**config.mk**
```make
export PLATFORM = sky130hd
export DESIGN_NAME = count_zeros_sequencer
export DESIGN_NICKNAME = d
export VERILOG_FILES = /design/src/rtl/count_zeros_sequencer.sv
export SDC_FILE = /design/constraint.sdc
export NUM_CORES = 1
export LEC_CHECK = 0
export ABC_AREA = 1
export BUFFER_PORTS_ARGS = -buffer_cell sky130_fd_sc_hd__clkbuf_2
export CAP_MARGIN = 15
export CORE_MARGIN = 1
export CORE_UTILIZATION = 45
export DETAILED_ROUTE_END_ITERATION = 16
export HOLD_SLACK_MARGIN = 0.03
export MAX_ROUTING_LAYER = met4
export PLACE_DENSITY = 0.68
export SETUP_SLACK_MARGIN = 0.02
export SLEW_MARGIN = 30
export SYNTH_ARGS = -nofsm -noshare
export SYNTH_HDL_FRONTEND = slang
export SYNTH_SLANG_ARGS = --single-unit
```
**constraint.sdc**
```tcl
create_clock -name clk -period 6 [get_ports clk]
set_input_delay 0.6 -clock clk [delete_from_list [all_inputs] [get_ports clk]]
set_output_delay 0.6 -clock clk [all_outputs]
set_load 0.1 [all_outputs]
```
**src/rtl/count_zeros_sequencer.sv**
```systemverilog
// count_zeros_sequencer: multi-cycle CLZ / CTZ / CPOP engine for a 32-bit operand.
// Scans one CHUNK_W-bit slice per cycle. CLZ and CTZ stop early at the first
// nonzero slice. The result is held until the consumer takes it.
module count_zeros_sequencer #(
  parameter int CHUNK_W = 8
) (
  input  logic        clk,
  input  logic        rst,
  input  logic        req_valid,
  output logic        req_ready,
  input  logic [1:0]  req_op,
  input  logic [31:0] req_operand,
  output logic        resp_valid,
  input  logic        resp_ready,
  output logic [5:0]  resp_result,
  output logic        resp_zero,
  output logic        resp_err,
  output logic        busy
);

  localparam int NUM_CHUNKS = 32 / CHUNK_W;
  localparam int IDX_W      = (NUM_CHUNKS > 1) ? $clog2(NUM_CHUNKS) : 1;

  localparam logic [1:0] S_IDLE = 2'd0;
  localparam logic [1:0] S_SCAN = 2'd1;
  localparam logic [1:0] S_DONE = 2'd2;

  localparam logic [1:0] OP_CLZ  = 2'b00;
  localparam logic [1:0] OP_CTZ  = 2'b01;
  localparam logic [1:0] OP_CPOP = 2'b10;
  localparam logic [1:0] OP_RSVD = 2'b11;

  localparam logic [IDX_W-1:0] LAST_IDX  = IDX_W'(NUM_CHUNKS - 1);
  localparam logic [5:0]       CHUNK_CNT = 6'(CHUNK_W);

  // Leading zeros inside one slice (CHUNK_W when the slice is all zeros).
  function automatic logic [5:0] chunk_lz(input logic [CHUNK_W-1:0] c);
    logic [5:0] n;
    logic       hit;
    n   = 6'd0;
    hit = 1'b0;
    for (int i = CHUNK_W - 1; i >= 0; i--) begin
      if (hit || c[i]) begin
        hit = 1'b1;
      end else begin
        n = n + 6'd1;
      end
    end
    return n;
  endfunction

  // Trailing zeros inside one slice (CHUNK_W when the slice is all zeros).
  function automatic logic [5:0] chunk_tz(input logic [CHUNK_W-1:0] c);
    logic [5:0] n;
    logic       hit;
    n   = 6'd0;
    hit = 1'b0;
    for (int i = 0; i < CHUNK_W; i++) begin
      if (hit || c[i]) begin
        hit = 1'b1;
      end else begin
        n = n + 6'd1;
      end
    end
    return n;
  endfunction

  // Number of set bits inside one slice.
  function automatic logic [5:0] chunk_pop(input logic [CHUNK_W-1:0] c);
    logic [5:0] n;
    n = 6'd0;
    for (int i = 0; i < CHUNK_W; i++) begin
      n = n + {5'd0, c[i]};
    end
    return n;
  endfunction

  logic [1:0]         state_r;
  logic [1:0]         op_r;
  logic [31:0]        operand_r;
  logic [5:0]         count_r;
  logic [IDX_W-1:0]   idx_r;
  logic               resp_valid_r;
  logic [5:0]         resp_result_r;
  logic               resp_zero_r;
  logic               resp_err_r;
  logic               busy_r;

  logic [IDX_W-1:0]   chunk_pos_s;
  logic [31:0]        shamt_s;
  logic [CHUNK_W-1:0] chunk_s;
  logic               chunk_zero_s;
  logic               last_s;
  logic [5:0]         inc_s;
  logic               stop_s;
  logic [5:0]         next_count_s;

  assign req_ready   = (state_r == S_IDLE) && !rst;
  assign resp_valid  = resp_valid_r;
  assign resp_result = resp_result_r;
  assign resp_zero   = resp_zero_r;
  assign resp_err    = resp_err_r;
  assign busy        = busy_r;

  // Select the current slice and work out its count contribution and whether the scan ends.
  always_comb begin
    chunk_pos_s  = (op_r == OP_CLZ) ? (LAST_IDX - idx_r) : idx_r;
    shamt_s      = 32'(chunk_pos_s) * 32'(CHUNK_W);
    chunk_s      = CHUNK_W'(operand_r >> shamt_s);
    chunk_zero_s = (chunk_s == {CHUNK_W{1'b0}});
    last_s       = (idx_r == LAST_IDX);
    inc_s        = 6'd0;
    stop_s       = 1'b1;
    case (op_r)
      OP_CLZ: begin
        if (chunk_zero_s) begin
          inc_s  = CHUNK_CNT;
          stop_s = last_s;
        end else begin
          inc_s  = chunk_lz(chunk_s);
          stop_s = 1'b1;
        end
      end
      OP_CTZ: begin
        if (chunk_zero_s) begin
          inc_s  = CHUNK_CNT;
          stop_s = last_s;
        end else begin
          inc_s  = chunk_tz(chunk_s);
          stop_s = 1'b1;
        end
      end
      OP_CPOP: begin
        inc_s  = chunk_pop(chunk_s);
        stop_s = last_s;
      end
      default: begin
        inc_s  = 6'd0;
        stop_s = 1'b1;
      end
    endcase
    next_count_s = count_r + inc_s;
  end

  // Control FSM plus operand, count and response registers.
  always_ff @(posedge clk or posedge rst) begin
    if (rst) begin
      state_r       <= S_IDLE;
      op_r          <= 2'b00;
      operand_r     <= 32'd0;
      count_r       <= 6'd0;
      idx_r         <= {IDX_W{1'b0}};
      resp_valid_r  <= 1'b0;
      resp_result_r <= 6'd0;
      resp_zero_r   <= 1'b0;
      resp_err_r    <= 1'b0;
      busy_r        <= 1'b0;
    end else begin
      case (state_r)
        S_IDLE: begin
          if (req_valid) begin
            operand_r   <= req_operand;
            op_r        <= req_op;
            count_r     <= 6'd0;
            idx_r       <= {IDX_W{1'b0}};
            resp_zero_r <= (req_operand == 32'd0);
            busy_r      <= 1'b1;
            if (req_op == OP_RSVD) begin
              // Reserved op skips the scan and reports an error straight away.
              state_r       <= S_DONE;
              resp_result_r <= 6'd0;
              resp_err_r    <= 1'b1;
              resp_valid_r  <= 1'b1;
            end else begin
              state_r    <= S_SCAN;
              resp_err_r <= 1'b0;
            end
          end else begin
            state_r <= S_IDLE;
          end
        end
        S_SCAN: begin
          count_r <= next_count_s;
          if (stop_s) begin
            state_r       <= S_DONE;
            resp_result_r <= next_count_s;
            resp_valid_r  <= 1'b1;
          end else begin
            idx_r <= idx_r + IDX_W'(1);
          end
        end
        S_DONE: begin
          if (resp_ready) begin
            state_r      <= S_IDLE;
            resp_valid_r <= 1'b0;
            busy_r       <= 1'b0;
          end else begin
            state_r <= S_DONE;
          end
        end
        default: begin
          state_r      <= S_IDLE;
          resp_valid_r <= 1'b0;
          busy_r       <= 1'b0;
        end
      endcase
    end
  end

endmodule

```
==> results of run 1 <==
routing by layer:
| layer | global-route usage | part of all wire | vias to the layer above |
|---|---|---|---|
| met1 | 0.305 | 0.50 | 1738 |
| met5 | - | 0 | - |
| met2 | 0.339 | 0.44 | 78 |
| met3 | 0.0201 | 0.032 | 15 |
| li1 | - | - | 1990 |
| met4 | 0.0702 | 0.021 | 0 |
state kept, by name (all words and copies together) (netlist names):
register	cells
busy	1
count_r	6
idx_r	2
op_r	2
operand_r	32
resp_err	1
resp_result	6
resp_valid	1
resp_zero	1
state_r	2
cell usage in the layout, fill, tap and decap left out, types with 8 or more instances in the layout:
cell,synthesis,final
sky130_fd_sc_hd__inv_1,69,67
sky130_fd_sc_hd__o21ai_0,36,36
sky130_fd_sc_hd__inv_2,10,12
sky130_fd_sc_hd__nand3_1,47,47
sky130_fd_sc_hd__nor2_4,7,8
sky130_fd_sc_hd__nand3_2,11,11
sky130_fd_sc_hd__nand4_1,8,8
sky130_fd_sc_hd__ha_1,22,20
sky130_fd_sc_hd__clkbuf_2,0,48
sky130_fd_sc_hd__nor2_1,27,26
sky130_fd_sc_hd__nand2_4,10,10
sky130_fd_sc_hd__nand2_1,189,189
sky130_fd_sc_hd__nor4_1,8,8
sky130_fd_sc_hd__nand2_2,25,24
sky130_fd_sc_hd__dfrtp_1,54,52
kinds of logic after synthesis:
logic type / Yosys count / share of synthesized area
AOI/OAI and AO/OA: 60 / 0.0808
adders and majority gates: 27 / 0.0860
buffers and inverters: 98 / 0.0943
DFF: 54 / 0.310
and+or+nand+nor: 356 / 0.429
worst max-delay path, delay by kind of cell (launching register included):
kind / cells / cell delay (ns)
DFF: 1 / 0.46
adders and majority gates: 6 / 2.37
AOI/OAI and AO/OA: 5 / 0.62
buffers and inverters: 6 / 0.55
and+or+nand+nor: 12 / 1.47
timing repair:
item,CTS,global route
hold endpoints to repair,0,0
setup endpoints to repair,0,5
buffers inserted,0,4
resized for setup,0,9
hold buffers,0,0
worst paths after layout:
path                           startpoint             end  slack (ns)  depth (start not counted)
setup / recovery                  op_r[0]  resp_result[5]        0.40                         29
hold reg to reg             operand_r[20]   operand_r[20]        0.49                          2
max in group asynchronous             rst         op_r[1]        5.08                          3
setup reg to reg                  op_r[0]  resp_result[5]        0.40                         29
min in group clk           req_operand[9]    operand_r[9]        0.49                          3
hold / removal                        rst    operand_r[8]        0.44                          3
metrics by stage:
step	setup slack (ns)	hold slack, ns
after floorplan	0.720	0.433
after global placement	0.425	0.465
after detailed placement	0.246	0.465
after CTS	0.232	0.473
after global routing	0.0191	0.498
final	0.404	0.442
layout make-up:
type / instances / area [um^2]
Clock buffer: 6 / 82.6
Clock inverter: 2 / 16.3
Tap cell: 129 / 161
Sequential cell: 54 / 1350
Timing Repair Buffer: 55 / 313
Multi-Input combinational cell: 443 / 2650
Inverter: 83 / 314
Fill cell: 885 / 4440
==> results_dict.tcl, run 1 <==
set metrics [dict create \
    drc 0 \
    die-width_um 100 \
    routed_via_density 4.95 \
    h-tree-depth 2 \
    critical_path.max_fanout 13 \
    final_min_period_over_clock_period 0.933 \
    grt_pass1_vias 3792 \
    drv_slew 0 \
    cts_tree "built" \
    crit_arrival_ns 5.79 \
    non_filler_cell_area_final_mm2 0.00489 \
    global_route_wire_length_before_repair_um 17400 \
    synth_enable_flop_cells 0 \
    die_area_mm2 0.0101 \
    place.gp.congestion 0.906 \
    die_height_um 100 \
    postSynthNetCount 660 \
    grt_setup_unrepaired "false" \
    hold_path.class "input pin to async pin" \
    start_kind "register" \
    end_kind "register" \
    number_of_antenna_violations_at_the_first_check_in_global_routing 0 \
    timing.slew.headroom 0.477 \
    postSynthCellCount 595 \
    yosys.area.top_type "sky130_fd_sc_hd__dfrtp_1" \
    yosysWarnings 0 \
    placed_cells 759 \
    avgSynthCellArea_um2 7.33 \
    cts.path.max_buffers 2 \
    synth_top_cells_by_count "sky130_fd_sc_hd__nand2_1 (189), sky130_fd_sc_hd__inv_1 (69), sky130_fd_sc_hd__dfrtp_1 (54)" \
    core_area_mm2 0.00933 \
    netlist_area_mm2 0.00436 \
    post-synth-top-area-fraction 0.310 \
    synth_flop_cell "sky130_fd_sc_hd__dfrtp_1" \
    crit_required_ns 6.20 \
    synth_seq_area_share 0.310 \
    async_flop_share 1.00 \
    ys_seq_elements 54 \
    setup_violations 0 \
    antenna_cells 0 \
    worst-slew-pin-transition_ns 0.780 \
    drtAntennaViolNets 0 \
    number_of_clock_buffers_inserted_by_tritoncts 5 \
    gr_util_all_layers 0.219 \
    share_of_cells_above_drive_strength_1 0.240 \
    starting_utilization_of_the_core_area 0.468 \
    setup_tns_ns 0 \
    timing.setup.critical_path_class "register to register" \
    syn2layout_area_growth_pct 12.0 \
    drtPass1Iterations 6 \
    grt_max_degree 58 \
    synth.most_common_cell "sky130_fd_sc_hd__nand2_1" \
    slowest_delay_ns 0.52 \
    dp_hpwl_um 7840 \
    critical-path-slowest-cell "sky130_fd_sc_hd__fa_1" \
    route.vias.total 3821 \
    netlist_top_cells_area "sky130_fd_sc_hd__dfrtp_1 (31%), sky130_fd_sc_hd__nand2_1 (16%), sky130_fd_sc_hd__ha_1 (6.3%), sky130_fd_sc_hd__inv_1 (5.9%), sky130_fd_sc_hd__nand3_1 (5.4%)" \
    clk_latency_ns 0.32 \
    netlist-cell-type-count 44 \
    achievable-frequency_mhz 179 \
    drv.max_cap_violation_count 0 \
    finish.net_count 707 \
    post_drt_wl_per_cell_um 12.7 \
    period_needed_ns 5.60 \
    place_area_mm2 0.00469 \
    clock_sink_count 54 \
    post_layout_nonfiller_instances 772 \
    num_io_pins 49 \
    ctsRootBufferMaster "sky130_fd_sc_hd__clkbuf_8" \
    final_hold_viol_count 0 \
    post-route-util 0.524 \
    detailedRoute.firstIterationViolations 196 \
    finalWirelength_um 9790 \
    grt_overflow_total 0 \
    run_status "finished clean" \
    placement_rows 35 \
    timing.clock.skew_ns 0.00949 \
    worst_setup_hold_path_clk_slew_ns 0.11 \
    placement.io_buffers 48 \
]
Power of run 1 is not shown: default switching activity piles up to over one toggle a cycle in this logic, so the estimate is an artifact.
==> run 2: changes to the inputs <==
--- a/config.mk
+++ b/config.mk
@@ -5,7 +5,6 @@
 export SDC_FILE = /design/constraint.sdc
 export NUM_CORES = 1
 export LEC_CHECK = 0
-export ABC_AREA = 1
 export BUFFER_PORTS_ARGS = -buffer_cell sky130_fd_sc_hd__clkbuf_2
 export CAP_MARGIN = 15
 export CORE_MARGIN = 1
==> run 2 against run 1 <==
  * Hold slack lost 0.073 ns
  * Sequential share of layout area grew 0.59 points
  * Die area shrank 6.9%
  * Setup slack lost 0.19 ns
  * Area after synthesis shrank 7.1%
  * Synthesized cell count shrank 18%
  * Final area shrank 2.3%
  * Utilization grew 2.4 points
  * Count of clock-buffer cells in the layout is the same
  * Fmax shrank 3.2%
  * Wire length grew 1.7%
  * Register-to-register slack lost 0.19 ns
  * Critical path type unchanged
  * Largest cell class unchanged
  * Highest routed layer unchanged
==> results_dict.tcl, run 2 <==
set metrics [dict create \
    netlist_top_cells_area "sky130_fd_sc_hd__dfrtp_1 (33%), sky130_fd_sc_hd__nand2_1 (14%), sky130_fd_sc_hd__ha_1 (6.5%), sky130_fd_sc_hd__mux2i_1 (3.2%), sky130_fd_sc_hd__o21ai_0 (2.7%)" \
    synth.most_common_cell "sky130_fd_sc_hd__nand2_1" \
    drc 0 \
    worst-slew-pin-transition_ns 0.722 \
    number_of_clock_buffers_inserted_by_tritoncts 5 \
    critical-path-slowest-cell "sky130_fd_sc_hd__mux4_2" \
    preCtsSetupSlack_ns -0.131 \
    finalWirelength_um 9950 \
    core_area_mm2 0.00872 \
    layout.cells.most_common "sky130_fd_sc_hd__nand2_1" \
    post-synth-top-area-fraction 0.333 \
    grt_setup_unrepaired "true" \
    netlist-cell-type-count 66 \
    clk_latency_ns 0.31 \
    post_drt_wl_per_cell_um 15.1 \
    largest_register_ff_count 32 \
    timing.slew.headroom 0.516 \
    h-tree-depth 2 \
    synth_enable_flop_cells 0 \
    route.vias.total 3697 \
    syn2layout_area_growth_pct 17.8 \
    start_kind "register" \
    run_status "finished clean" \
    number_of_antenna_violations_at_the_first_check_in_global_routing 0 \
    yosysWarnings 0 \
    placement_rows 34 \
    detailedRoute.firstIterationViolations 160 \
    setup_tns_ns 0 \
    critical_path.max_fanout 4 \
    dp_hpwl_um 7770 \
    yosys.area.top_type "sky130_fd_sc_hd__dfrtp_1" \
    place.gp.congestion 0.985 \
    drtAntennaViolNets 0 \
    postCtsHoldBufs 0 \
    worst_hold_slack_ns 0.368 \
    global_route_wire_length_before_repair_um 17100 \
    slowest_delay_ns 0.54 \
    period_needed_ns 5.78 \
    final_critical_path_setup_slack_ns 0.218 \
    grt_pass1_vias 3630 \
    synth_flop_cell "sky130_fd_sc_hd__dfrtp_1" \
    gr_util_all_layers 0.226 \
    cts.path.max_buffers 2 \
    drv.max_cap_violation_count 0 \
    drtPass1Iterations 5 \
    avgSynthCellArea_um2 8.35 \
    clock_sink_count 54 \
    finish.net_count 612 \
    placed_cells 641 \
    antenna_cells 0 \
    worst_path_dominant_cell_family "simple AND/OR/NAND/NOR gates" \
    drv_slew 0 \
    die_height_um 96.9 \
    worst_setup_hold_path_clk_slew_ns 0.10 \
    end_kind "register" \
    final_min_period_over_clock_period 0.964 \
    starting_utilization_of_the_core_area 0.465 \
    timing.clock.skew_ns 0.0105 \
    timing.setup.critical_path_class "register to register" \
    die-width_um 96.9 \
    share_of_cells_above_drive_strength_1 0.242 \
    netlist_area_mm2 0.00406 \
    setup_violations 0 \
    ctsRootBufferMaster "sky130_fd_sc_hd__clkbuf_8" \
    synth_seq_area_share 0.333 \
    largest-register "operand_r" \
    achievable-frequency_mhz 173 \
    grt_overflow_total 0 \
    ys_seq_elements 54 \
    die_area_mm2 0.00940 \
    postSynthNetCount 550 \
    mostFrequentLayoutCells "sky130_fd_sc_hd__nand2_1 (149), sky130_fd_sc_hd__dfrtp_1 (54), sky130_fd_sc_hd__clkbuf_2 (48)" \
    routed_via_density 5.63 \
    placement.io_buffers 48 \
    hold_path.class "input pin to async pin" \
    cts_tree "built" \
    postSynthCellCount 486 \
    grt_max_degree 55 \
    crit_arrival_ns 6.03 \
    synth_top_cells_by_count "sky130_fd_sc_hd__nand2_1 (149), sky130_fd_sc_hd__dfrtp_1 (54), sky130_fd_sc_hd__nor2_1 (25)" \
    final_hold_viol_count 0 \
    async_flop_share 1.00 \
    timing.critical_path.buf_inv 3 \
    num_io_pins 49 \
    crit_required_ns 6.25 \
    post_layout_nonfiller_instances 657 \
]
## run 2: cell count changes in the layout (fill, tap and decap cells not counted), moves of 7 or more
cell                      change
sky130_fd_sc_hd__a21oi_1      +8
sky130_fd_sc_hd__buf_4       +19
sky130_fd_sc_hd__inv_1       -49
sky130_fd_sc_hd__inv_2       -10
sky130_fd_sc_hd__mux2i_1     +12
sky130_fd_sc_hd__nand2_1     -40
sky130_fd_sc_hd__nand2_2     -24
sky130_fd_sc_hd__nand2_4      -9
sky130_fd_sc_hd__nand3_1     -36
sky130_fd_sc_hd__nand3_2      -9
sky130_fd_sc_hd__nor2_4       -7
sky130_fd_sc_hd__o21ai_0     -20
sky130_fd_sc_hd__xnor2_1      +9
## run 2: repair_timing
action | CTS | global route
pin swaps | 3 | 19
buffers inserted | 3 | 5
setup endpoints to repair | 3 | 6
resized for setup | 5 | 29
## run 2: logic make-up after synthesis
kind of cell,count (synthesis),share of synthesized area
AO/OA/AOI/OAI,85,0.153
flip-flops,54,0.333
buffers and inverters,40,0.0447
multiplexers,21,0.0691
XOR/XNOR,17,0.0367
AND/OR/NAND/NOR,243,0.274
adder cells (fa/ha/maj),26,0.0895
## run 2: worst paths after layout
check	slack (ns)	from	depth (start not counted)	endpoint
setup / recovery	0.22	op_r[1]	26	resp_result[5]
hold reg to reg	0.49	resp_result[3]	2	resp_result[3]
max in group asynchronous	5.19	rst	2	operand_r[14]
min in group clk	0.49	req_operand[24]	3	operand_r[24]
hold / removal	0.37	rst	2	resp_result[5]
setup reg to reg	0.22	op_r[1]	26	resp_result[5]
## run 2: final cells by class
type | count | area, um^2
multi-input combinational | 392 | 2670
clock buffer | 6 | 82.6
tap | 108 | 135
sequential | 54 | 1350
timing repair buffer | 74 | 439
inverter | 21 | 81.3
fill | 776 | 3940
clock inverter | 2 | 16.3
## run 2: per-stage QoR
step                      utilization  cell area (um^2)
after CTS                       0.526              4590
after global routing            0.548              4780
after global placement          0.512              4460
final                           0.548              4780
after floorplan                     -              4060
after detailed placement        0.512              4470
## run 2: layer usage
| metal | global-route usage | part of all wire | wire (um) | vias to the layer above |
|---|---|---|---|---|
| li1 | - | - | - | 1811 |
| met1 | 0.295 | 0.46 | 4550 | 1774 |
| met2 | 0.372 | 0.49 | 4920 | 99 |
| met3 | 0.0253 | 0.036 | 363 | 13 |
| met4 | 0.0643 | 0.012 | 116 | 0 |
| met5 | - | 0 | 0 | - |
Power of run 2 is left out for the same reason.
==> run 3: changes to the inputs <==
--- a/config.mk
+++ b/config.mk
@@ -8,11 +8,11 @@
 export BUFFER_PORTS_ARGS = -buffer_cell sky130_fd_sc_hd__clkbuf_2
 export CAP_MARGIN = 15
 export CORE_MARGIN = 1
-export CORE_UTILIZATION = 45
+export CORE_UTILIZATION = 59
 export DETAILED_ROUTE_END_ITERATION = 16
 export HOLD_SLACK_MARGIN = 0.03
 export MAX_ROUTING_LAYER = met4
-export PLACE_DENSITY = 0.68
+export PLACE_DENSITY = 0.85
 export SETUP_SLACK_MARGIN = 0.02
 export SLEW_MARGIN = 30
 export SYNTH_ARGS = -nofsm -noshare
==> run 3 against run 2 <==
  * First-iteration DRC count is 34% higher
  * Setup slack gained 0.080 ns
  * Fmax increased by 1.4%
  * Global-route usage up 8.4 points
  * Register-to-register slack better by 0.08 ns
  * Critical path depth is 1 higher
  * Hold slack better by 0.011 ns
  * Final cell count is 4.3% lower
  * Critical endpoint unchanged
  * Final area decreased by 0.55%
==> results_dict.tcl, run 3 (same netlist as run 2, synthesis figures left out) <==
set metrics [dict create \
    run_status "finished clean" \
    critical-path-slowest-cell "sky130_fd_sc_hd__mux4_2" \
    period_needed_ns 5.70 \
    finish.net_count 616 \
    placement.io_buffers 48 \
    route.vias.total 3771 \
    starting_utilization_of_the_core_area 0.625 \
    mostFrequentLayoutCells "sky130_fd_sc_hd__nand2_1 (149), sky130_fd_sc_hd__dfrtp_1 (54), sky130_fd_sc_hd__clkbuf_2 (48)" \
    start_kind "register" \
    drv.max_cap_violation_count 0 \
    worst_path_dominant_cell_family "compound AO/OA/AOI/OAI gates" \
    post_drt_wl_per_cell_um 16.2 \
    grt_pass1_vias 3633 \
    cts.path.max_buffers 2 \
    ctsRootBufferMaster "sky130_fd_sc_hd__clkbuf_8" \
    syn2layout_area_growth_pct 17.1 \
    largest-register "operand_r" \
    die_area_mm2 0.00721 \
    die-width_um 84.9 \
    num_io_pins 49 \
    worst_setup_hold_path_clk_slew_ns 0.10 \
    crit_required_ns 6.24 \
    finalWirelength_um 10200 \
    most_used_layer_global_route "met2" \
    hold_path.class "input pin to async pin" \
    timing.setup.critical_path_class "register to register" \
    clk_latency_ns 0.31 \
    grt_max_degree 55 \
    place.gp.congestion 0.932 \
    share_of_cells_above_drive_strength_1 0.241 \
    drc 0 \
    grt_overflow_total 0 \
    achievable-frequency_mhz 175 \
    multi_input_area_mm2 0.00263 \
    core_area_mm2 0.00649 \
    slowest_delay_ns 0.53 \
    grtUsageMet3 0.0457 \
    drtAntennaViolNets 0 \
    post-route-util 0.731 \
    cts_tree "built" \
    detailedRoute.firstIterationViolations 214 \
    nFillCells 496 \
    placement_rows 29 \
    seqCellArea_mm2 0.00135 \
    met1_usage 0.398 \
    number_of_antenna_violations_at_the_first_check_in_global_routing 0 \
    worst-slew-pin-transition_ns 0.747 \
    timing.critical_path.buf_inv 2 \
    final_min_period_over_clock_period 0.950 \
    global_route_wire_length_before_repair_um 17000 \
    critical_path.max_fanout 4 \
    timing.clock.skew_ns 0.0100 \
    routed_via_density 6.00 \
    end_kind "register" \
    setup_violations 0 \
    grt.met2_usage 0.510 \
    layout.cells.most_common "sky130_fd_sc_hd__nand2_1" \
    timing.slew.headroom 0.500 \
    crit_arrival_ns 5.94 \
    drtPass1Iterations 5 \
    antenna_cells 0 \
    number_of_clock_buffers_inserted_by_tritoncts 5 \
    clock_sink_count 54 \
    h-tree-depth 2 \
    drv_slew 0 \
    dp_hpwl_um 7850 \
    gr_util_all_layers 0.310 \
    largest_register_ff_count 32 \
    final_hold_viol_count 0 \
    die_height_um 84.9 \
    cell_mode_on_critical_path "sky130_fd_sc_hd__ha_4" \
]
[run 3: changes by cell type in the layout (fill, tap and decap cells not counted), sizes merged]
cell	before	now
inv	22	21
bufinv	0	1
buf	26	30
clkinvlp	1	0
[run 3: final timing paths]
check,slack [ns],end,cells past startpoint,startpoint
max in group asynchronous,5.18,operand_r[28],2,rst
hold / removal,0.38,resp_valid,2,rst
min in group clk,0.49,operand_r[13],3,req_operand[13]
setup reg to reg,0.30,resp_result[5],27,idx_r[0]
hold reg to reg,0.49,operand_r[25],2,operand_r[25]
setup / recovery,0.30,resp_result[5],27,idx_r[0]
[run 3: final cells by class]
type | instances | area share
Clock inverter | 1 | 0.00632
Sequential cell | 54 | 0.284
Tap cell | 77 | 0.0203
Inverter | 21 | 0.0171
Clock buffer | 6 | 0.0174
Timing Repair Buffer | 78 | 0.101
Multi-Input combinational cell | 392 | 0.554
[run 3: metrics by stage]
step / instances / area (um^2) / hold WS, ns / TNS [ns] / setup slack [ns]
2_1_floorplan: 486 / 4060 / 0.437 / 0 / 0.0602
3_3_place_gp: 610 / 4440 / 0.461 / 0 / 0.146
3_5_place_dp: 610 / 4440 / 0.461 / -0.101 / -0.101
4_1_cts: 620 / 4570 / 0.408 / 0 / 0.0361
5_1_grt: 629 / 4750 / 0.443 / -0.0212 / -0.0212
6_report: 629 / 4750 / 0.380 / 0 / 0.298
[run 3: layer usage]
| layer | wire length (um) | share of wire | vias up |
|---|---|---|---|
| li1 | - | - | 1824 |
| met1 | 4490 | 0.44 | 1808 |
| met2 | 5020 | 0.49 | 120 |
| met3 | 520 | 0.051 | 19 |
| met4 | 179 | 0.018 | 0 |
| met5 | 0 | 0 | - |
[run 3: timing repair]
item	4_1_cts	5_1_grt
pin swaps	3	18
endpoints found under the setup margin	3	9
gates resized for setup	4	23
buffers inserted	3	9
hold buffers	0	0
[run 3: worst reg2reg max path: stages (launching register included)]
cell                       delay (ns)
sky130_fd_sc_hd__dfrtp_1         0.39
sky130_fd_sc_hd__or3_4           0.42
sky130_fd_sc_hd__nand2_4         0.08
sky130_fd_sc_hd__mux4_2          0.53
sky130_fd_sc_hd__inv_2           0.10
sky130_fd_sc_hd__ha_4            0.14
sky130_fd_sc_hd__nor2b_2         0.13
sky130_fd_sc_hd__o21ai_0         0.08
sky130_fd_sc_hd__o221a_2         0.17
sky130_fd_sc_hd__xnor2_2         0.21
sky130_fd_sc_hd__ha_4            0.24
sky130_fd_sc_hd__mux2i_4         0.16
sky130_fd_sc_hd__inv_2           0.07
sky130_fd_sc_hd__ha_4            0.17
sky130_fd_sc_hd__o211ai_1        0.13
sky130_fd_sc_hd__a21oi_1         0.15
sky130_fd_sc_hd__or4_4           0.50
sky130_fd_sc_hd__a211o_1         0.35
sky130_fd_sc_hd__and2_4          0.18
sky130_fd_sc_hd__xnor2_1         0.15
sky130_fd_sc_hd__o211ai_1        0.10
sky130_fd_sc_hd__ha_1            0.33
sky130_fd_sc_hd__a21o_1          0.21
sky130_fd_sc_hd__a21o_1          0.16
sky130_fd_sc_hd__a21oi_2         0.13
sky130_fd_sc_hd__xnor2_1         0.13
sky130_fd_sc_hd__nand2_1         0.08
sky130_fd_sc_hd__o21ai_1         0.16
Power of run 3 is left out for the same reason.
